`src/rtl/clk_div_pkg.sv`:
```
// Shared constants and ratio helpers for the programmable clock divider.
package clk_div_pkg;

  localparam int DIV_MIN = 2;
  localparam int CALC_W  = 32;

  function automatic logic [CALC_W-1:0] half_f(input logic [CALC_W-1:0] d);
    return d >> 1;
  endfunction

  function automatic logic is_odd_f(input logic [CALC_W-1:0] d);
    return (d & CALC_W'(1)) != '0;
  endfunction

endpackage

```
`src/rtl/clk_div_halfext.sv`:
```
// Negedge half-cycle extender: stretches the high phase by half a source clock
// for odd ratios so the divided clock keeps a 50% duty cycle.
module clk_div_halfext (
  input  logic clk,
  input  logic rst_n,
  input  logic odd_i,
  input  logic clk_p_i,
  output logic clk_out
);

  logic clk_n_q;

  // Gated by parity so a ratio change from even to odd can never inherit a stale high half-cycle.
  always_ff @(negedge clk) begin
    if (!rst_n) begin
      clk_n_q <= 1'b0;
    end else begin
      clk_n_q <= clk_p_i & odd_i;
    end
  end

  assign clk_out = odd_i ? (clk_p_i | clk_n_q) : clk_p_i;

endmodule

```
`src/rtl/clk_div_prog.sv`:
```
// Runtime-programmable integer clock divider with 50% duty, glitch-free ratio
// changes at period boundaries, and a source-domain tick on each rising edge.
module clk_div_prog
  import clk_div_pkg::*;
#(
  parameter int DIV_W       = 8,
  parameter int DIV_DEFAULT = 7
) (
  input  logic             clk,
  input  logic             rst_n,
  input  logic             en_i,
  input  logic [DIV_W-1:0] div_i,
  input  logic             load_i,
  output logic             load_ack_o,
  output logic             err_o,
  output logic             clk_out,
  output logic             tick_o
);

  logic [DIV_W-1:0] cnt_q, cnt_d;
  logic [DIV_W-1:0] d_cur_q, d_cur_d;
  logic [DIV_W-1:0] d_pend_q, d_pend_d;
  logic             pend_q, pend_d;
  logic             clk_p_q, clk_p_d;
  logic             tick_q, tick_d;
  logic             ack_q, ack_d;
  logic             err_q, err_d;

  logic             active;
  logic             boundary;
  logic             load_ok;
  logic             pend_any;
  logic [DIV_W-1:0] pend_val;
  logic             apply;

  // A started period always runs to its boundary; idle means cnt parked at 0 with en_i low.
  always_comb begin
    active   = en_i || (cnt_q != '0);
    boundary = active && (cnt_q == d_cur_q - DIV_W'(1));
    load_ok  = load_i && (div_i >= DIV_W'(DIV_MIN));
    pend_any = load_ok || pend_q;
    pend_val = load_ok ? div_i : d_pend_q;
    apply    = pend_any && (boundary || !active);

    cnt_d    = '0;
    if (active && !boundary) begin
      cnt_d = cnt_q + DIV_W'(1);
    end
    clk_p_d  = active && (CALC_W'(cnt_q) < half_f(CALC_W'(d_cur_q)));
    tick_d   = active && (cnt_q == '0);
    d_cur_d  = apply ? pend_val : d_cur_q;
    d_pend_d = pend_val;
    pend_d   = pend_any && !apply;
    ack_d    = apply;
    err_d    = load_i && !load_ok;
  end

  always_ff @(posedge clk) begin
    if (!rst_n) begin
      cnt_q    <= '0;
      d_cur_q  <= DIV_W'(DIV_DEFAULT);
      d_pend_q <= DIV_W'(DIV_DEFAULT);
      pend_q   <= 1'b0;
      clk_p_q  <= 1'b0;
      tick_q   <= 1'b0;
      ack_q    <= 1'b0;
      err_q    <= 1'b0;
    end else begin
      cnt_q    <= cnt_d;
      d_cur_q  <= d_cur_d;
      d_pend_q <= d_pend_d;
      pend_q   <= pend_d;
      clk_p_q  <= clk_p_d;
      tick_q   <= tick_d;
      ack_q    <= ack_d;
      err_q    <= err_d;
    end
  end

  clk_div_halfext u_halfext (
    .clk     (clk),
    .rst_n   (rst_n),
    .odd_i   (is_odd_f(CALC_W'(d_cur_q))),
    .clk_p_i (clk_p_q),
    .clk_out (clk_out)
  );

  assign tick_o     = tick_q;
  assign load_ack_o = ack_q;
  assign err_o      = err_q;

endmodule

```
`config.mk`:
```
export PLATFORM = sky130hd
export DESIGN_NAME = clk_div_prog
export DESIGN_NICKNAME = d
export VERILOG_FILES = /design/src/rtl/clk_div_pkg.sv /design/src/rtl/clk_div_halfext.sv /design/src/rtl/clk_div_prog.sv
export SDC_FILE = /design/constraint.sdc
export NUM_CORES = 1
export LEC_CHECK = 0
export ABC_AREA = 1
export BUFFER_PORTS_ARGS = -buffer_cell sky130_fd_sc_hd__clkbuf_2
export CORE_ASPECT_RATIO = 0.9
export CORE_MARGIN = 5
export CORE_UTILIZATION = 50
export CTS_CLUSTER_SIZE = 25
export DETAILED_ROUTE_END_ITERATION = 7
export MAX_ROUTING_LAYER = met4
export PLACE_DENSITY = 0.69
export REMOVE_ABC_BUFFERS = 1
export SYNTH_ARGS = -nofsm -noshare
export SYNTH_HDL_FRONTEND = slang
export SYNTH_HIERARCHICAL = 1
export SYNTH_SLANG_ARGS = --single-unit
```
`constraint.sdc`:
```
create_clock -name clk -period 2.4 [get_ports clk]
set_clock_uncertainty 0.1 [all_clocks]
set_input_delay 0.24 -clock clk [delete_from_list [all_inputs] [get_ports clk]]
set_output_delay 0.24 -clock clk [all_outputs]
set_load 0.05 [all_outputs]
```
Word level (Yosys, flattened, before mapping)
Index checks and enable logic that the tools add are counted.
{ "op_classes": {"n_reduce_logical": 18, "magnitude_cmp": 2, "eq_ne": 1, "add_sub_neg": 2, "n_mux": 2, "bitwise_logic": 2} }
{ "ops": {"columns": ["cell", "n"], "rows": [
  ["8-bit by 1-bit adder with 8-bit output (second input constant)", 1],
  ["8-bit == test", 1],
  ["8-bit by 2-bit >= comparator with 1-bit output (second input constant)", 1],
  ["1-bit logical AND", 8],
  ["8-bit logical NOT", 1],
  ["8-bit by 7-bit < comparator with 1-bit output", 1],
  ["8-bit two-way mux", 1],
  ["8-bit nonzero test", 1],
  ["8-bit by 1-bit subtractor with 8-bit output (second input constant)", 1],
  ["1-bit logical NOT", 4],
  ["1-bit logical OR", 3],
  ["2-bit AND reduction", 1],
  ["1-bit bitwise AND", 1],
  ["1-bit two-way mux", 1],
  ["1-bit OR", 1]
]} }
{ "totals": {"elab_cells": 36, "register_bits": 30, "input_bits": 12, "output_inout_bits": 4} }

Depth between registers and ports, before layout
Gate-level depths: netlist of run 1.
{ "depth": {"depth_word": 7, "ltp_mapped": 15, "mapped_depth_nobuf": 14} }

Cells and area by module
The synthesis of run 1 kept the hierarchy.
{ "by_module_without_submodules": {"columns": ["module", "cells_each", "area_per_inst_um2", "instances"], "rows": [
  ["clk_div_prog", 237, 1626.6, 1],
  ["clk_div_halfext", 7, 45.0, 1]
]} }

==> out/qor.yml, run 1 <==
global_route:
  grt_pass1_wl_um: 6000
  grt_start_max_net_pins: 15
  grt_pass1_vias: 1369
  grt.overflow.total: 0
  track_usage: 0.168
  antenna_found_initial: 0
setup_path:
  crit_fanout: 1
  cp_data_arrival_time_ps: 2110
  cp.required_ps: 2060
  cp-end-kind: "primary output"
  cp-start-kind: "flop"
  worst-setup-path-type: "reg2out"
synth:
  synth_compound_area_frac: 0.0599
  ys_seq_elements: 30
  syn_inst: 244
  synthFlopType: "dfxtp_1"
  yosys.area.top_type_share: 0.359
  synth_largest_area_cell: "dfxtp_1"
  synth_warnings: 6
  synthesis.area_um2: 1670
  ys_seq_area_frac: 0.359
  synth_xor_area_frac: 0.0472
  synthMuxAreaShare: 0
  synth_edf_count: 0
  synth_area_leaders: "dfxtp_1 (36%), nand2_1 (13%), nor2_1 (8.8%)"
  ys_types: 30
  synthAdderAreaFrac: 0.0674
  synth.avg_cell_area_um2: 6.85
  yosysMostFrequentCell: "nand2_1"
  ys_async_sr_fraction: 0
  synth_top_family_by_area: "simple AND/OR/NAND/NOR gates"
  netlist_top_cells_count: "nand2_1 (59), nor2_1 (39), dfxtp_1 (30), inv_1 (30), nand3_1 (24)"
  synth-simple-area-share: 0.368
power:
  irDropWorstVdd_mv: 0.366
  seqPwrFrac: 0.440
  switching_share: 0.313
  switching_power_mw: 0.413
  pwr-share-clk: 0.342
  p_comb_frac: 0.218
  p_leak_nw: 0.941
  p_int_mw: 0.907
  power_mw: 1.32
  powerDensity_nw_per_um2: 698
die:
  dieArea_um2: 4600
  die_w_um: 71.0
  ioPinCount: 16
  dieHeight_um: 64.9
  initial_utilization: 0.506
  core.rowCount: 20
  fp.coreArea_um2: 3300
cts:
  clock_path_buffers: 2
  clk_pin_slew_worst_paths_ps: 60
  postCtsHoldBufs: 0
  root_buffer: "clkbuf_8"
  htree_levels: 2
  cts_sinks: 30
  cts_tree: "built"
  clk_latency_ps: 280
  numCtsBuffers: 5
routing:
  drc: 0
  wl_um: 3350
  via_per_inst: 4.88
  first_pass_iters: 5
  ant_nets: 0
  via_count: 1499
  first_iter_violations: 71
  wl_per_cell_um: 10.9
timing:
  slew_violations: 0
  setup_violations: 1
  tns_ps: -49.8
  tightest_slew_ps: 489
  slew-limit-headroom: 0.673
  rsz0062_at_grt: "true"
  setup_ws_ps: -49.8
  hold_viol_final: 0
job:
  drv_cap: 0
placed_design:
  dpl.hpwl_um: 2480
  gp_congestion: 0.842
  pre_cts_ws_ps: 193
  port-buffer-count: 15
  place_area_um2: 1770
cells_and_area:
  area_delta_synth_final_pct: 13.1
  finalNetCount: 283
  fillers: 346
  layout-drive-gt1-share: 0.160
  antenna_cells: 0
  fin_area_um2: 1890
outcome:
  violations: "negative setup slack"
  status: "finished with violations"
hold_path:
  worst_hold_path_type: "in2reg"
[final timing paths]
kind | from | end | slack, ps | depth (start not counted)
setup / recovery | u_halfext/clk_n_q | clk_out | -50 | 3
hold / removal | div_i[0] | d_pend_q[0] | 90 | 3
setup reg to reg | d_cur_q[0] | d_cur_q[1] | 320 | 14
hold reg to reg | d_pend_q[1] | d_pend_q[1] | 360 | 2
[kinds of logic after synthesis]
group                      Yosys count
DFF                                 30
xor gates and xnor gates             9
adders and majority gates            9
and+or+nand+nor                    140
buffers and inverters               38
AOI/OAI and AO/OA                   18
[worst max-delay path, cell delays in order (launching register included)]
cell and delay [ps]:
dfxtp_2 310, nand2_2 50, nand2_2 80, buf_8 140
[area by class of cell]
class | instances | area (um2) | share of cell area
Clock buffer | 7 | 96.3 | 0.0510
Multi-Input combinational cell | 176 | 912 | 0.482
Inverter | 31 | 116 | 0.0615
Timing Repair Buffer | 17 | 100 | 0.0529
Tap cell | 44 | 55.1 | 0.0291
Sequential cell | 30 | 603 | 0.319
Clock inverter | 2 | 7.51 | 0.00397
[layer usage]
metal | up-vias | wire (um) | GRT usage
met4 | 0 | 0 | 0.0423
met1 | 678 | 1750 | 0.220
li1 | 800 | - | -
met2 | 21 | 1460 | 0.248
met3 | 0 | 141 | 0.0574
met5 | - | 0 | -
[registers in the layout, indices dropped and copies added (netlist names)]
signal / flops
clk_p_q: 1
err_o: 1
u_halfext/clk_n_q: 1
d_cur_q: 8
load_ack_o: 1
d_pend_q: 8
pend_q: 1
cnt_q: 8
tick_o: 1
[power groups by stage]
stage	logic (mW)	registers, mW	clock network, mW
after CTS	0.284	0.579	0.463
after detailed placement	0.277	0.590	0.00522
after global routing	0.333	0.587	0.492
after global placement	0.273	0.589	0.00522
final	0.287	0.581	0.452
after floorplan	0.206	0.589	0.00522
[metrics by stage]
stage / instances / hold WS, ps / util
after global routing: 307 / 86.2 / 0.572
after CTS: 307 / 84.8 / 0.570
final: 307 / 92.9 / 0.572
after global placement: 299 / 336 / 0.537
after floorplan: 238 / 224 / -
after detailed placement: 299 / 342 / 0.537
[layout by cell type (no fill, tap or decap), types with 3 or more instances in the layout]
cell       n
xor2_1     6
nor2_2     3
ha_1       9
nand3_1   24
o21ai_0    6
clkbuf_2  14
inv_1     30
dfxtp_1   28
xnor2_1    3
a21oi_1    7
nand2_1   57
nand2_2    5
clkbuf_8   7
nor2_1    39
[timing repair]
item,4_1_cts,5_1_grt
cloned,0,0
gates resized for setup,2,5
endpoints found under the setup margin,1,4
pin swaps,0,1
setup buffers,0,0
No activity file was read; power rests on OpenSTA's default activity.
==> run 2: changes to the inputs <==
--- a/config.mk
+++ b/config.mk
@@ -8,13 +8,13 @@
 export ABC_AREA = 1
 export BUFFER_PORTS_ARGS = -buffer_cell sky130_fd_sc_hd__clkbuf_2
 export CORE_ASPECT_RATIO = 0.9
-export CORE_MARGIN = 5
-export CORE_UTILIZATION = 50
+export CORE_UTILIZATION = 55
 export CTS_CLUSTER_SIZE = 25
 export DETAILED_ROUTE_END_ITERATION = 7
 export MAX_ROUTING_LAYER = met4
-export PLACE_DENSITY = 0.69
+export PLACE_DENSITY = 0.75
 export REMOVE_ABC_BUFFERS = 1
+export SETUP_SLACK_MARGIN = 0.02
 export SYNTH_ARGS = -nofsm -noshare
 export SYNTH_HDL_FRONTEND = slang
 export SYNTH_HIERARCHICAL = 1
==> out/qor.yml, run 2 (same netlist as run 1, synthesis figures left out) <==
placed_design:
  gp_congestion: 0.850  # +0.99%
  place_area_um2: 1770  # -0.28%
  port-buffer-count: 15  # unchanged
  pre_cts_ws_ps: 192  # -1.41 ps
  dpl.hpwl_um: 2360  # -4.9%
cts:
  clock_path_buffers: 2  # unchanged
  postCtsHoldBufs: 0  # unchanged
  htree_levels: 2  # unchanged
  clk_latency_ps: 340  # +60 ps
  cts_setup_buffers: 0  # unchanged
  clk_pin_slew_worst_paths_ps: 100  # +40 ps
  numCtsBuffers: 5  # unchanged
  root_buffer: "clkbuf_4"
  cts_tree: "built"
  cts_sinks: 30  # unchanged
timing:
  hold_viol_final: 0  # unchanged
  slew_violations: 0  # unchanged
  setup_violations: 1  # unchanged
  tightest_slew_ps: 426  # -63.7 ps
  rsz0062_at_grt: "true"
  slew-limit-headroom: 0.716  # +0.0425
  setup_ws_ps: -96.1  # -46.3 ps
routing:
  first_pass_iters: 4  # -1
  wl_um: 3110  # -7.3%
  wl_per_cell_um: 10.3  # -6.1%
  ant_nets: 0  # unchanged
  via_count: 1481  # -1.2%
  drc: 0  # unchanged
  first_iter_violations: 82  # +15%
  via_per_inst: 4.89  # +0.10%
outcome:
  violations: "negative setup slack"
  status: "finished with violations"
cells_and_area:
  largest_registers: "cnt_q (8), d_cur_q (8), d_pend_q (8)"
  finalNetCount: 283  # unchanged
  mostFrequentLayoutCell: "nand2_1"
  fillers: 260  # -25%
  layout-drive-gt1-share: 0.160  # unchanged
  fin_area_um2: 1860  # -1.4%
  area_delta_synth_final_pct: 11.5
  final_cell_mix: "nand2_1 (57), nor2_1 (39), inv_1 (30), dfxtp_1 (28), nand3_1 (24)"
  antenna_cells: 0  # unchanged
setup_path:
  crit_fanout: 1  # unchanged
  cpLargestDelayFamily: "flip-flops"
  cp.required_ps: 2060  # about the same
  cp-start-kind: "flop"
  cp-end-kind: "primary output"
  crit_top_cell: "nand2_2"
  cp_data_arrival_time_ps: 2160  # +50 ps
  crit_slowest_cell: "dfxtp_2"
  critPathBufInv: 1  # unchanged
  worst-setup-path-type: "reg2out"
  worstPathCellList: "nand2_2, nand2_2, buf_8"
  slowest_delay_ps: 310  # about the same
global_route:
  track_usage: 0.232  # +0.0646
  grt_start_max_net_pins: 15  # unchanged
  grt.overflow.total: 0  # unchanged
  grt_pass1_vias: 1194  # -13%
  grt_pass1_wl_um: 5180  # -14%
  antenna_found_initial: 0  # unchanged
die:
  initial_utilization: 0.594  # +0.0877
  fp.coreArea_um2: 2820  # -15%
  die_w_um: 60.1  # -15%
  dieArea_um2: 3260  # -29%
  ioPinCount: 16  # unchanged
  core.rowCount: 18  # -10%
  dieHeight_um: 54.3  # -16%
power:
  powerDensity_nw_per_um2: 682  # -2.4%
  irDropWorstVdd_mv: 0.387  # +5.9%
  p_leak_nw: 0.928  # -1.4%
  power_mw: 1.27  # -3.7%
job:
  drv_cap: 0  # unchanged
hold_path:
  worst_hold_path_type: "in2reg"
[run 2: path summary, 6_finish.rpt]
path	startpoint	endpoint	slack, ps	cells after the start
setup / recovery	u_halfext/clk_n_q	clk_out	-100	3
hold / removal	load_i	err_o	30	3
setup reg to reg	d_cur_q[0]	d_cur_q[1]	340	14
hold reg to reg	d_pend_q[2]	d_pend_q[2]	360	2
[run 2: final cells by class]
cell class / count / area (um2) / share of cell area
clock inverters: 3 / 41.3 / 0.0221
well taps: 40 / 50.0 / 0.0268
clock buffers: 6 / 41.3 / 0.0221
flip-flops and latches: 30 / 603 / 0.323
inverters: 31 / 116 / 0.0624
multi-input cells: 176 / 912 / 0.489
repair buffers: 17 / 100 / 0.0537
[run 2: layer usage]
metal / GRT usage / up-vias / part of all wire
met5: - / - / 0
met4: 0.0930 / 0 / 0.015
met3: 0.0993 / 4 / 0.051
met2: 0.311 / 27 / 0.40
met1: 0.302 / 647 / 0.53
li1: - / 803 / -
[run 2: what timing repair did]
| action | CTS | global route |
|---|---|---|
| pin swaps | 0 | 1 |
| hold endpoints to repair | 0 | 0 |
| resized for setup | 2 | 5 |
| setup endpoints to repair | 1 | 1 |
| cloned | 0 | 0 |
[run 2: report_power, final]
| part | switching, mW | internal [mW] | leakage (nW) | total (mW) |
|---|---|---|---|---|
| sequential | 0.0401 | 0.539 | 0.247 | 0.579 |
| clock | 0.185 | 0.222 | 0.0438 | 0.406 |
| combinational | 0.178 | 0.107 | 0.637 | 0.285 |
[run 2: metrics by stage]
stage | std cells | setup TNS (ps) | hold WS, ps | utilization
finish | 303 | -96.1 | 34.4 | 0.662
global route | 303 | -171 | 18.0 | 0.662
CTS | 303 | -128 | 29.3 | 0.659
detailed placement | 295 | 0 | 340 | 0.628
global placement | 295 | 0 | 336 | 0.628
floorplan | 238 | 0 | 224 | -
[run 2: tightest hold or removal path, stage by stage]
cell	delay (ps)
clkbuf_2	90
inv_1	70
nor4_1	50
